`src/rtl/bp_pkg.sv`:
```
// Shared constants and saturating arithmetic helpers for the branch predictor.
package bp_pkg;

    localparam int BP_MODE_BIMODAL = 0;
    localparam int BP_MODE_GSHARE  = 1;
    localparam int BP_CTR_INIT     = 1;
    localparam int BP_SAT_MAX_W    = 64;

    // Width-generic helpers: operands live in 64 bits, 'width' sets the saturation ceiling.
    function automatic logic [63:0] sat_max(input int unsigned width);
        return (width >= 64) ? {64{1'b1}} : ((64'd1 << width) - 64'd1);
    endfunction

    function automatic logic [63:0] sat_inc(input logic [63:0] value, input int unsigned width);
        return (value >= sat_max(width)) ? sat_max(width) : value + 64'd1;
    endfunction

    function automatic logic [63:0] sat_dec(input logic [63:0] value, input int unsigned width);
        return (value == 64'd0) ? 64'd0 : value - 64'd1;
    endfunction

endpackage

```
`src/rtl/bp_perf_counter.sv`:
```
// Saturating event counter with a synchronous clear that wins over increment.
module bp_perf_counter
    import bp_pkg::*;
#(
    parameter int CNT_W = 32
) (
    input  logic             clk_i,
    input  logic             rst_i,
    input  logic             inc_i,
    input  logic             clr_i,
    output logic [CNT_W-1:0] cnt_o
);

    logic [CNT_W-1:0] cnt_q;

    always_ff @(posedge clk_i or negedge rst_i) begin
        if (!rst_i) begin
            cnt_q <= '0;
        end else if (clr_i) begin
            cnt_q <= '0;
        end else if (inc_i) begin
            cnt_q <= CNT_W'(sat_inc(64'(cnt_q), CNT_W));
        end
    end

    assign cnt_o = cnt_q;

endmodule

```
`src/rtl/branch_predictor_table.sv`:
```
// Bimodal/gshare direction predictor: counter table, speculative GHR with
// mispredict recovery, and branch/mispredict performance counters.
module branch_predictor_table
    import bp_pkg::*;
#(
    parameter int PC_W     = 32,
    parameter int ENTRIES  = 16,
    parameter int CTR_BITS = 2,
    parameter int CTR_INIT = BP_CTR_INIT,
    parameter int MODE     = BP_MODE_BIMODAL,
    parameter int GHR_BITS = 4,
    parameter int CNT_W    = 32,
    localparam int IDX_W   = $clog2(ENTRIES)
) (
    input  logic                clk_i,
    input  logic                rst_i,
    input  logic                lookup_valid_i,
    input  logic [PC_W-1:0]     lookup_pc_i,
    output logic                predict_o,
    output logic [IDX_W-1:0]    lookup_idx_o,
    output logic [GHR_BITS-1:0] lookup_ghr_o,
    input  logic                update_valid_i,
    input  logic [IDX_W-1:0]    update_idx_i,
    input  logic [GHR_BITS-1:0] update_ghr_i,
    input  logic                update_taken_i,
    input  logic                update_mispredict_i,
    input  logic                clear_cnt_i,
    output logic [CNT_W-1:0]    branch_cnt_o,
    output logic [CNT_W-1:0]    mispredict_cnt_o
);

    if (ENTRIES < 2 || (ENTRIES & (ENTRIES - 1)) != 0) begin : g_chk_entries
        $error("branch_predictor_table: ENTRIES must be a power of 2 and at least 2");
    end
    if (CTR_BITS < 1 || CTR_BITS > 4) begin : g_chk_ctr_bits
        $error("branch_predictor_table: CTR_BITS must be within 1..4");
    end
    if (CTR_INIT < 0 || CTR_INIT >= (1 << CTR_BITS)) begin : g_chk_ctr_init
        $error("branch_predictor_table: CTR_INIT does not fit in CTR_BITS");
    end
    if (MODE != BP_MODE_BIMODAL && MODE != BP_MODE_GSHARE) begin : g_chk_mode
        $error("branch_predictor_table: MODE must be 0 (bimodal) or 1 (gshare)");
    end
    if (GHR_BITS < 1 || (MODE == BP_MODE_GSHARE && GHR_BITS > IDX_W)) begin : g_chk_ghr
        $error("branch_predictor_table: GHR_BITS must be >= 1 and <= IDX_W in gshare mode");
    end
    if (PC_W < IDX_W + 2) begin : g_chk_pc
        $error("branch_predictor_table: PC_W too narrow for the table index");
    end
    if (CNT_W < 1 || CNT_W > BP_SAT_MAX_W) begin : g_chk_cnt
        $error("branch_predictor_table: CNT_W must be within 1..64");
    end

    logic [CTR_BITS-1:0] ctr_q [ENTRIES];
    logic [GHR_BITS-1:0] ghr_q;
    logic [GHR_BITS-1:0] ghr_d;
    logic [IDX_W-1:0]    base_idx;
    logic [IDX_W-1:0]    idx;
    logic [GHR_BITS:0]   ghr_recover_cat;
    logic [GHR_BITS:0]   ghr_lookup_cat;

    // Instruction PCs are word aligned, so the two LSBs carry no information.
    assign base_idx = lookup_pc_i[IDX_W+1:2];

    if (MODE == BP_MODE_GSHARE) begin : g_gshare
        assign idx = base_idx ^ IDX_W'(ghr_q);
    end else begin : g_bimodal
        assign idx = base_idx;
    end

    assign predict_o    = ctr_q[idx][CTR_BITS-1];
    assign lookup_idx_o = idx;
    assign lookup_ghr_o = ghr_q;

    assign ghr_recover_cat = {update_ghr_i, update_taken_i};
    assign ghr_lookup_cat  = {ghr_q, predict_o};

    // A resolved mispredict rebuilds history from the snapshot; any lookup in
    // the same cycle is on the wrong path and must not be shifted in.
    always_comb begin
        ghr_d = ghr_q;
        if (update_valid_i && update_mispredict_i) begin
            ghr_d = ghr_recover_cat[GHR_BITS-1:0];
        end else if (lookup_valid_i) begin
            ghr_d = ghr_lookup_cat[GHR_BITS-1:0];
        end
    end

    always_ff @(posedge clk_i or negedge rst_i) begin
        if (!rst_i) begin
            ghr_q <= '0;
        end else begin
            ghr_q <= ghr_d;
        end
    end

    always_ff @(posedge clk_i or negedge rst_i) begin
        if (!rst_i) begin
            for (int i = 0; i < ENTRIES; i++) begin
                ctr_q[i] <= CTR_BITS'(CTR_INIT);
            end
        end else if (update_valid_i) begin
            if (update_taken_i) begin
                ctr_q[update_idx_i] <= CTR_BITS'(sat_inc(64'(ctr_q[update_idx_i]), CTR_BITS));
            end else begin
                ctr_q[update_idx_i] <= CTR_BITS'(sat_dec(64'(ctr_q[update_idx_i]), CTR_BITS));
            end
        end
    end

    bp_perf_counter #(
        .CNT_W (CNT_W)
    ) u_branch_cnt (
        .clk_i (clk_i),
        .rst_i (rst_i),
        .inc_i (update_valid_i),
        .clr_i (clear_cnt_i),
        .cnt_o (branch_cnt_o)
    );

    bp_perf_counter #(
        .CNT_W (CNT_W)
    ) u_mispredict_cnt (
        .clk_i (clk_i),
        .rst_i (rst_i),
        .inc_i (update_valid_i & update_mispredict_i),
        .clr_i (clear_cnt_i),
        .cnt_o (mispredict_cnt_o)
    );

endmodule

```
`config.mk`:
```
export PLATFORM = sky130hd
export DESIGN_NAME = branch_predictor_table
export DESIGN_NICKNAME = d
export VERILOG_FILES = /design/src/rtl/bp_pkg.sv /design/src/rtl/bp_perf_counter.sv /design/src/rtl/branch_predictor_table.sv
export SDC_FILE = /design/constraint.sdc
export NUM_CORES = 1
export LEC_CHECK = 0
export CORE_MARGIN = 4
export CORE_UTILIZATION = 45
export CTS_BUF_LIST = sky130_fd_sc_hd__clkbuf_8
export CTS_CLUSTER_SIZE = 40
export DETAILED_ROUTE_END_ITERATION = 12
export GPL_TIMING_DRIVEN = 0
export PLACE_DENSITY_LB_ADDON = 0.15
export SLEW_MARGIN = 20
export SYNTH_ARGS = -nofsm -noshare
export SYNTH_HDL_FRONTEND = slang
export SYNTH_HIERARCHICAL = 1
export SYNTH_SLANG_ARGS = --single-unit
```
`constraint.sdc`:
```
create_clock -name clk_i -period 3.7 [get_ports clk_i]
set_input_delay 0.74 -clock clk_i [delete_from_list [all_inputs] [get_ports clk_i]]
set_output_delay 0.74 -clock clk_i [all_outputs]
set_load 0.005 [all_outputs]
```
* Word level (Yosys, flattened, before mapping) *
Cells that the tools add are included.

cells by class
  $add $sub $neg = 4
  order comparisons = 6
  multiplexer cells = 21
  bitwise gates (word level) = 3
  reductions and logical operators = 6

operator list
  kind                                                                  number
  32-bit 2-to-1 mux                                                     7
  32-bit by 1-bit adder with 32-bit output, second input constant       2
  32-bit bitwise mux                                                    2
  32-bit >= comparator, second input constant                           2
  2-bit binary-select mux with 4-bit select                             2
  2-bit 2-to-1 mux                                                      7
  5-bit >= comparator, second input constant                            2
  4-bit inverter with 5-bit output                                      2
  2-bit demux with 4-bit select                                         1
  4-bit 2-to-1 mux                                                      2
  2-bit nonzero test                                                    3
  5-bit by 1-bit < comparator with 1-bit output, second input constant  1
  2-bit by 1-bit adder with 2-bit output, second input constant         1
  2-bit >= comparator, second input constant                            1
  1-bit logical AND                                                     2
  2-bit zero test                                                       1
  2-bit by 1-bit subtractor with 2-bit output, second input constant    1
  1-bit bitwise AND                                                     1

storage, ports and cells
  bits in registers = 100
  input port bits = 47
  output and inout bits = 73

* Depth between registers and ports, before layout *
Gate-level depths: netlist of run 1.

  depth in word-level cells = 8
  depth in mapped cells = 8
  gate-level depth less buffers = 7

* Modules after synthesis *
The synthesis of run 1 kept the hierarchy.

by module, submodules not included
  module                  times used  cells an instance  area each (um^2)  seq. area each (um^2)
  bp_perf_counter         2           195                1790.5            800.8
  branch_predictor_table  1           149                2045.7            920.9

* Worst setup path before layout of run 1 *
No wires, ideal clock.

  path kind = input to register
  from = input port update_idx_i[0]
  to = register ctr_q[11] in the netlist's numbering
  arrival = 2.448 ns
  required time = 3.575 ns
  setup slack = 1.128 ns
  stages on the path = 8
  cells stage by stage = buf_6 buf_8 mux4_1 mux2i_4 a21oi_1 a32o_2 buf_6 mux2_2

between the ends
  cells in the longest elaborated chain, start to end = 8
  elaborated cells on any way between the ends = 18
  those cells by class = add/sub (2); order compare (3); mux (10); bitwise (1); reduce/logical (2)

RTL lines
  what                                                                       RTL line                                                      source
  start: declaration                                                         branch_predictor_table.sv:23                                  input logic [IDX_W-1:0] update_idx_i,
  4-bit inverter with 5-bit output (implied by the code) *                   branch_predictor_table.sv:104, branch_predictor_table.sv:106
  2-bit binary-select mux with 4-bit select                                  branch_predictor_table.sv:104, branch_predictor_table.sv:106
  2-bit 2-to-1 mux (implied by the code) (2 in series)                       branch_predictor_table.sv:104, branch_predictor_table.sv:106
  2-bit by 1-bit subtractor with 2-bit output, or another cell as far along  bp_pkg.sv:19                                                  return (value == 64'd0) ? 64'd0 : value - 64'd1;
  2-bit 2-to-1 mux (on tied branches)                                        bp_pkg.sv:19, bp_pkg.sv:15
  32-bit bitwise mux (on tied branches)                                      branch_predictor_table.sv:106, branch_predictor_table.sv:104
  32-bit 2-to-1 mux *                                                        branch_predictor_table.sv:103                                 if (update_taken_i) begin
  end signal: indexed assignment                                             branch_predictor_table.sv:100                                 ctr_q[i] <= CTR_BITS'(CTR_INIT);
  end signal: indexed assignment                                             branch_predictor_table.sv:104                                 ctr_q[update_idx_i] <= CTR_BITS'(sat_inc(64'(ctr_q[update_idx_i]), CTR_BITS));
  end signal: indexed assignment                                             branch_predictor_table.sv:106                                 ctr_q[update_idx_i] <= CTR_BITS'(sat_dec(64'(ctr_q[update_idx_i]), CTR_BITS));
  end: declaration                                                           branch_predictor_table.sv:54                                  logic [CTR_BITS-1:0] ctr_q [ENTRIES];

Mark *: on every way between the ends. The rest lies on a longest branch, timed or not. The select of a mux whose other input is x is not followed.
A chain may end at the register's enable or synchronous reset.

* Final worst setup path of run 1 *
  from = input port lookup_pc_i[4]
  to = output port predict_o

between the ends
  cells in the longest elaborated chain, start to end = 4

RTL lines
  what                                                    RTL line                      source
  start: declaration                                      branch_predictor_table.sv:18  input logic [PC_W-1:0] lookup_pc_i,
  4-bit inverter with 5-bit output (implied by the code)  branch_predictor_table.sv:71  assign predict_o = ctr_q[idx][CTR_BITS-1];
  2-bit binary-select mux with 4-bit select               branch_predictor_table.sv:71
  2-bit 2-to-1 mux (implied by the code) (2 in series)    branch_predictor_table.sv:71
  end: declaration                                        branch_predictor_table.sv:19  output logic predict_o,

No other way between the ends. The select of a mux whose other input is x is not followed.

==> results of run 1 <==
worst max-delay path by stage:
stage / from / endpoint / depth (start not counted)
finish: lookup_pc_i[4] / predict_o / 4
global route: lookup_pc_i[2] / predict_o / 4
CTS: lookup_pc_i[2] / predict_o / 4
detailed placement: lookup_pc_i[2] / predict_o / 4
global placement: rst_i / u_mispredict_cnt/cnt_o[3] / 1
floorplan: update_idx_i[0] / ctr_q[11] / 8
cell usage in the layout (no fill, tap or decap), types with 7 or more instances in the layout:
master           count
a211oi_1            20
a21oi_1             19
a311oi_1            10
a31oi_1             26
and2_1               8
and3_1              16
and4_1              14
clkbuf_1            18
clkbuf_8             9
clkdlybuf4s50_1     85
dfrtp_1             84
dfstp_2             16
mux2_2              34
mux2i_1              7
mux4_1               7
nand2_1             33
nand3_1             23
nand4_1             20
nor2_1              51
nor3_1              22
nor4_1              12
o21bai_1            10
kinds of logic (layout without fill, tap and decap cells):
group | Yosys count | count (layout)
AOI/OAI and AO/OA | 112 | 112
DFF | 100 | 100
adders and majority gates | 2 | 2
muxes | 56 | 56
and+or+nand+nor | 230 | 230
buffers and inverters | 39 | 143
state kept, by name, summed over array words and instances, names as in the netlist:
| signal | count |
|---|---|
| ctr_q | 32 |
| u_mispredict_cnt/cnt_o | 32 |
| lookup_ghr_o | 4 |
| u_branch_cnt/cnt_o | 32 |
power breakdown:
group / switching (uW) / internal (uW) / total, uW
registers: 70.0 / 1250 / 1320
logic: 204 / 251 / 455
clock network: 394 / 380 / 774
total: 668 / 1880 / 2550
routing by layer:
metal | up-vias | GRT usage
met1 | 2392 | 0.301
met3 | 20 | 0.0372
met5 | - | 0
met4 | 0 | 0.0737
met2 | 199 | 0.334
li1 | 2296 | -
critical path, stage by stage:
cell	delay [ps]
clkdlybuf4s50_1	610
mux4_2	360
mux4_2	500
clkdlybuf4s50_1	460
stage by stage:
| stage | setup WS, ps | total power (uW) | hold slack [ps] | setup TNS, ps |
|---|---|---|---|---|
| floorplan | 1130 | 1620 | 444 | 0 |
| global placement | -1840 | 1770 | 501 | -164730 |
| detailed placement | -2.62 | 1800 | 521 | -2.62 |
| CTS | 269 | 2580 | 268 | 0 |
| global route | 211 | 2690 | 285 | 0 |
| finish | 292 | 2550 | 280 | 0 |
area by class of cell:
cell class | count | area share
tap | 168 | 0.0302
timing repair buffer | 88 | 0.129
inverter | 5 | 0.00269
buffer | 34 | 0.0293
multi-input combinational | 400 | 0.416
sequential | 100 | 0.362
clock inverter | 7 | 0.0133
clock buffer | 9 | 0.0178
==> results.md, run 1 <==
- The number of antenna violations at the first check in global routing is 0.
- The die is 120 um wide.
- Summing all placed instances gives a cell area of 0.00675 mm2.
- The path class of the tightest hold or removal check is primary input to async pin.
- The uppermost layer routed is met4.
- Of the total synthesized cell area, the portion taken by XOR and XNOR cells is 0.
- Sorting the synthesized cells by area gives the leading types as dfrtp_1 37%, dfstp_2 7.5%, mux2_2 6.8%.
- The region available for standard cell placement spans 0.0121 mm2.
- In the final layout, the share of cells above drive strength 1 is 0.170.
- Summed over all nets, wire length on met3 after detailed routing comes to 912 um.
- In the final design database the tool counted 687 nets.
- The flip-flop and latch area is 0.00252 mm2.
- The highest achievable clock rate is 293 MHz.
- The number of max-cap violations is 0.
- The number of pins exceeding their max-slew limit in the final report is 0.
- The die outline area is 0.0144 mm2.
- The remaining global-route overflow is 0.
- The post-detailed-route DRC marker count is 0.
- The I/O pin count is 120.
- The mux cell area share after synthesis is 0.144.
- The total of warnings raised by yosys is 6.
- The global-route wire length before repair is 25.0 mm.
- The clock-pin slew on the worst setup and hold paths is 100 ps.
- The transition at the pin with the smallest max-transition slack is 901 ps.
- The buffer count from post-CTS setup fixing is 0.
- The most common cell in the synthesized netlist is dfrtp_1.
- Row generation in the floorplan step produced 40 rows.
- The number of instances resized during post-cts repair is 1.
- The number of setup violations in the final report is 0.
- The worst setup path is of the primary input to primary output kind.
- After technology mapping, the gate count stands at 539.
- The count of flip-flops with a built-in enable after synthesis is 0.
- The launching point of the worst reg2reg path is u_mispredict_cnt/cnt_o[16].
- The average wire length per cell after detail routing is 18.3 um.
- The run finished with clean final reports.
- TritonCTS built the clock tree.
- The async set-or-reset flop fraction in the synthesized netlist is 1.00.
- The net count after synthesis is 588.
- Synthesis instantiated 48 different standard cells from the library.
- Measured against its own limit, the worst slew margin works out to 0.395.
- The later-pin clock latency in the skew report is 370 ps.
- The depth of the most critical reg-to-reg path is 6.
- The filler cells instantiated in the layout total 1097.
- In this run the worst path has a maximum fanout of 5.
- The required time of the critical path is 2960 ps.
- The share of the cycle needed by the critical path after routing is 0.921.
- The share of the core filled with cells in the final layout is 0.575.
- The maximum level of the CTS H-tree is 3.
- Of the post-synthesis cell area, the dominant cell type holds 0.374.
- The area of all placed cells without fillers is 0.00696 mm2.
- The sum of routed wire length over all layers is 14.8 mm.
- By area, the combinational part of the netlist is dominated by simple AND/OR/NAND/NOR gates.
- The startpoint kind of the worst setup timing path is a primary input.
- Sorting the synthesized cells by how often they occur yields 84 x dfrtp_1, 51 x nor2_1, 34 x mux2_2, 33 x nand2_1, 26 x a31oi_1.
- In this run, placement finished with an instance count of 795.
- The hold violation total from the final report was 0.
- The effective utilization at floorplan is 0.465.
- The data arrival time of the critical path is 2670 ps.
- The sequential fraction of the synthesis area is 0.448.
- Entering global routing, the biggest net connects 57 pins.
- Setup repair after global routing left no endpoint under its margin.
- The reg-to-reg critical path endpoint is u_mispredict_cnt/cnt_o[27].
- The post-detailed-route count of antenna-violating nets is 0.
- TritonCTS created 9 clock buffers.
- Of the total synthesized cell area, the portion taken by full adders, half adders and majority gates is 0.00445.
- The power density over the cells is 366 mW/mm2.
- For the finished layout, the period the worst path requires is 3410 ps.
- The worst vdd rail ir drop is 180 uV.
- After synthesis the netlist holds a flip-flop and latch count of 100.
- Among all flip-flop cells after synthesis, the most frequent one is dfrtp_1.
- Hold repair after CTS inserted 0 buffers.
- The detailed-router iteration count before antenna repair is 5.
- The routed design uses 6.97 mm of met2 wire.
- The TritonCTS sink count is 100.
- In the final layout, the multi-input gates occupy 0.00289 mm2.
- The chip height is 120 um.
- The number of buffers on the longest clock path is 2.
- The detailed router put a total of 6.73 mm of wire on met1.
- Excluding fillers, the count of instances in the completed layout stands at 811.
- In this run the mean area of a mapped cell was 10.4 um2.
- The cell area after synthesis is 0.00563 mm2.
- The worst setup path is captured at a primary output.
- The area fraction in compound gates after synthesis came to 0.138.
- Using the TritonRoute via totals, the vias-per-cell ratio works out to 6.05.
- At the end of routability-driven placement, the weighted congestion stood at 0.893.
- The detailed-route via count is 4907.
- The synthesis-to-layout area growth is 23.8%.
- The via count of the first global-routing pass is 4842.
- Once detailed placement completed, the half-perimeter wirelength came to 10.8 mm.
- The count of input and output buffers is 87.
- For flop-to-flop paths, the worst setup slack is 1230 ps.
- The synthesized design spends more area on one cell type than any other, namely dfrtp_1.
- Summed over all cells, the static leakage comes to 0.00270 uW.
- 0 antenna diodes ended up in the layout.
- The overall track demand over capacity in global routing is 0.213.
- Clock tree synthesis selected as its root buffer the cell clkbuf_8.
- The simple-gate share of the synthesized area is 0.226.
- In this run, the number of DRC markers left after iteration 0 of detailed routing was 331.
- On the final layout, the worst clock skew is 10.0 ps.
No activity file was read; power rests on OpenSTA's default activity.
==> run 2, diff against run 1 <==
--- a/config.mk
+++ b/config.mk
@@ -8,6 +8,7 @@
 export CORE_MARGIN = 4
 export CORE_UTILIZATION = 45
 export CTS_BUF_LIST = sky130_fd_sc_hd__clkbuf_8
+export CTS_CLUSTER_DIAMETER = 50
 export CTS_CLUSTER_SIZE = 40
 export DETAILED_ROUTE_END_ITERATION = 12
 export GPL_TIMING_DRIVEN = 0
@@ -17,3 +18,4 @@
 export SYNTH_HDL_FRONTEND = slang
 export SYNTH_HIERARCHICAL = 1
 export SYNTH_SLANG_ARGS = --single-unit
+export TNS_END_PERCENT = 10
==> results of run 2 <==
Final layout, timing and power as in run 1 (identical DEF).
==> run 3, diff against run 2 <==
--- a/config.mk
+++ b/config.mk
@@ -9,7 +9,7 @@
 export CORE_UTILIZATION = 45
 export CTS_BUF_LIST = sky130_fd_sc_hd__clkbuf_8
 export CTS_CLUSTER_DIAMETER = 50
-export CTS_CLUSTER_SIZE = 40
+export CTS_CLUSTER_SIZE = 10
 export DETAILED_ROUTE_END_ITERATION = 12
 export GPL_TIMING_DRIVEN = 0
 export PLACE_DENSITY_LB_ADDON = 0.15
==> results of run 3 <==
Final layout, timing and power as in run 1 (identical DEF).
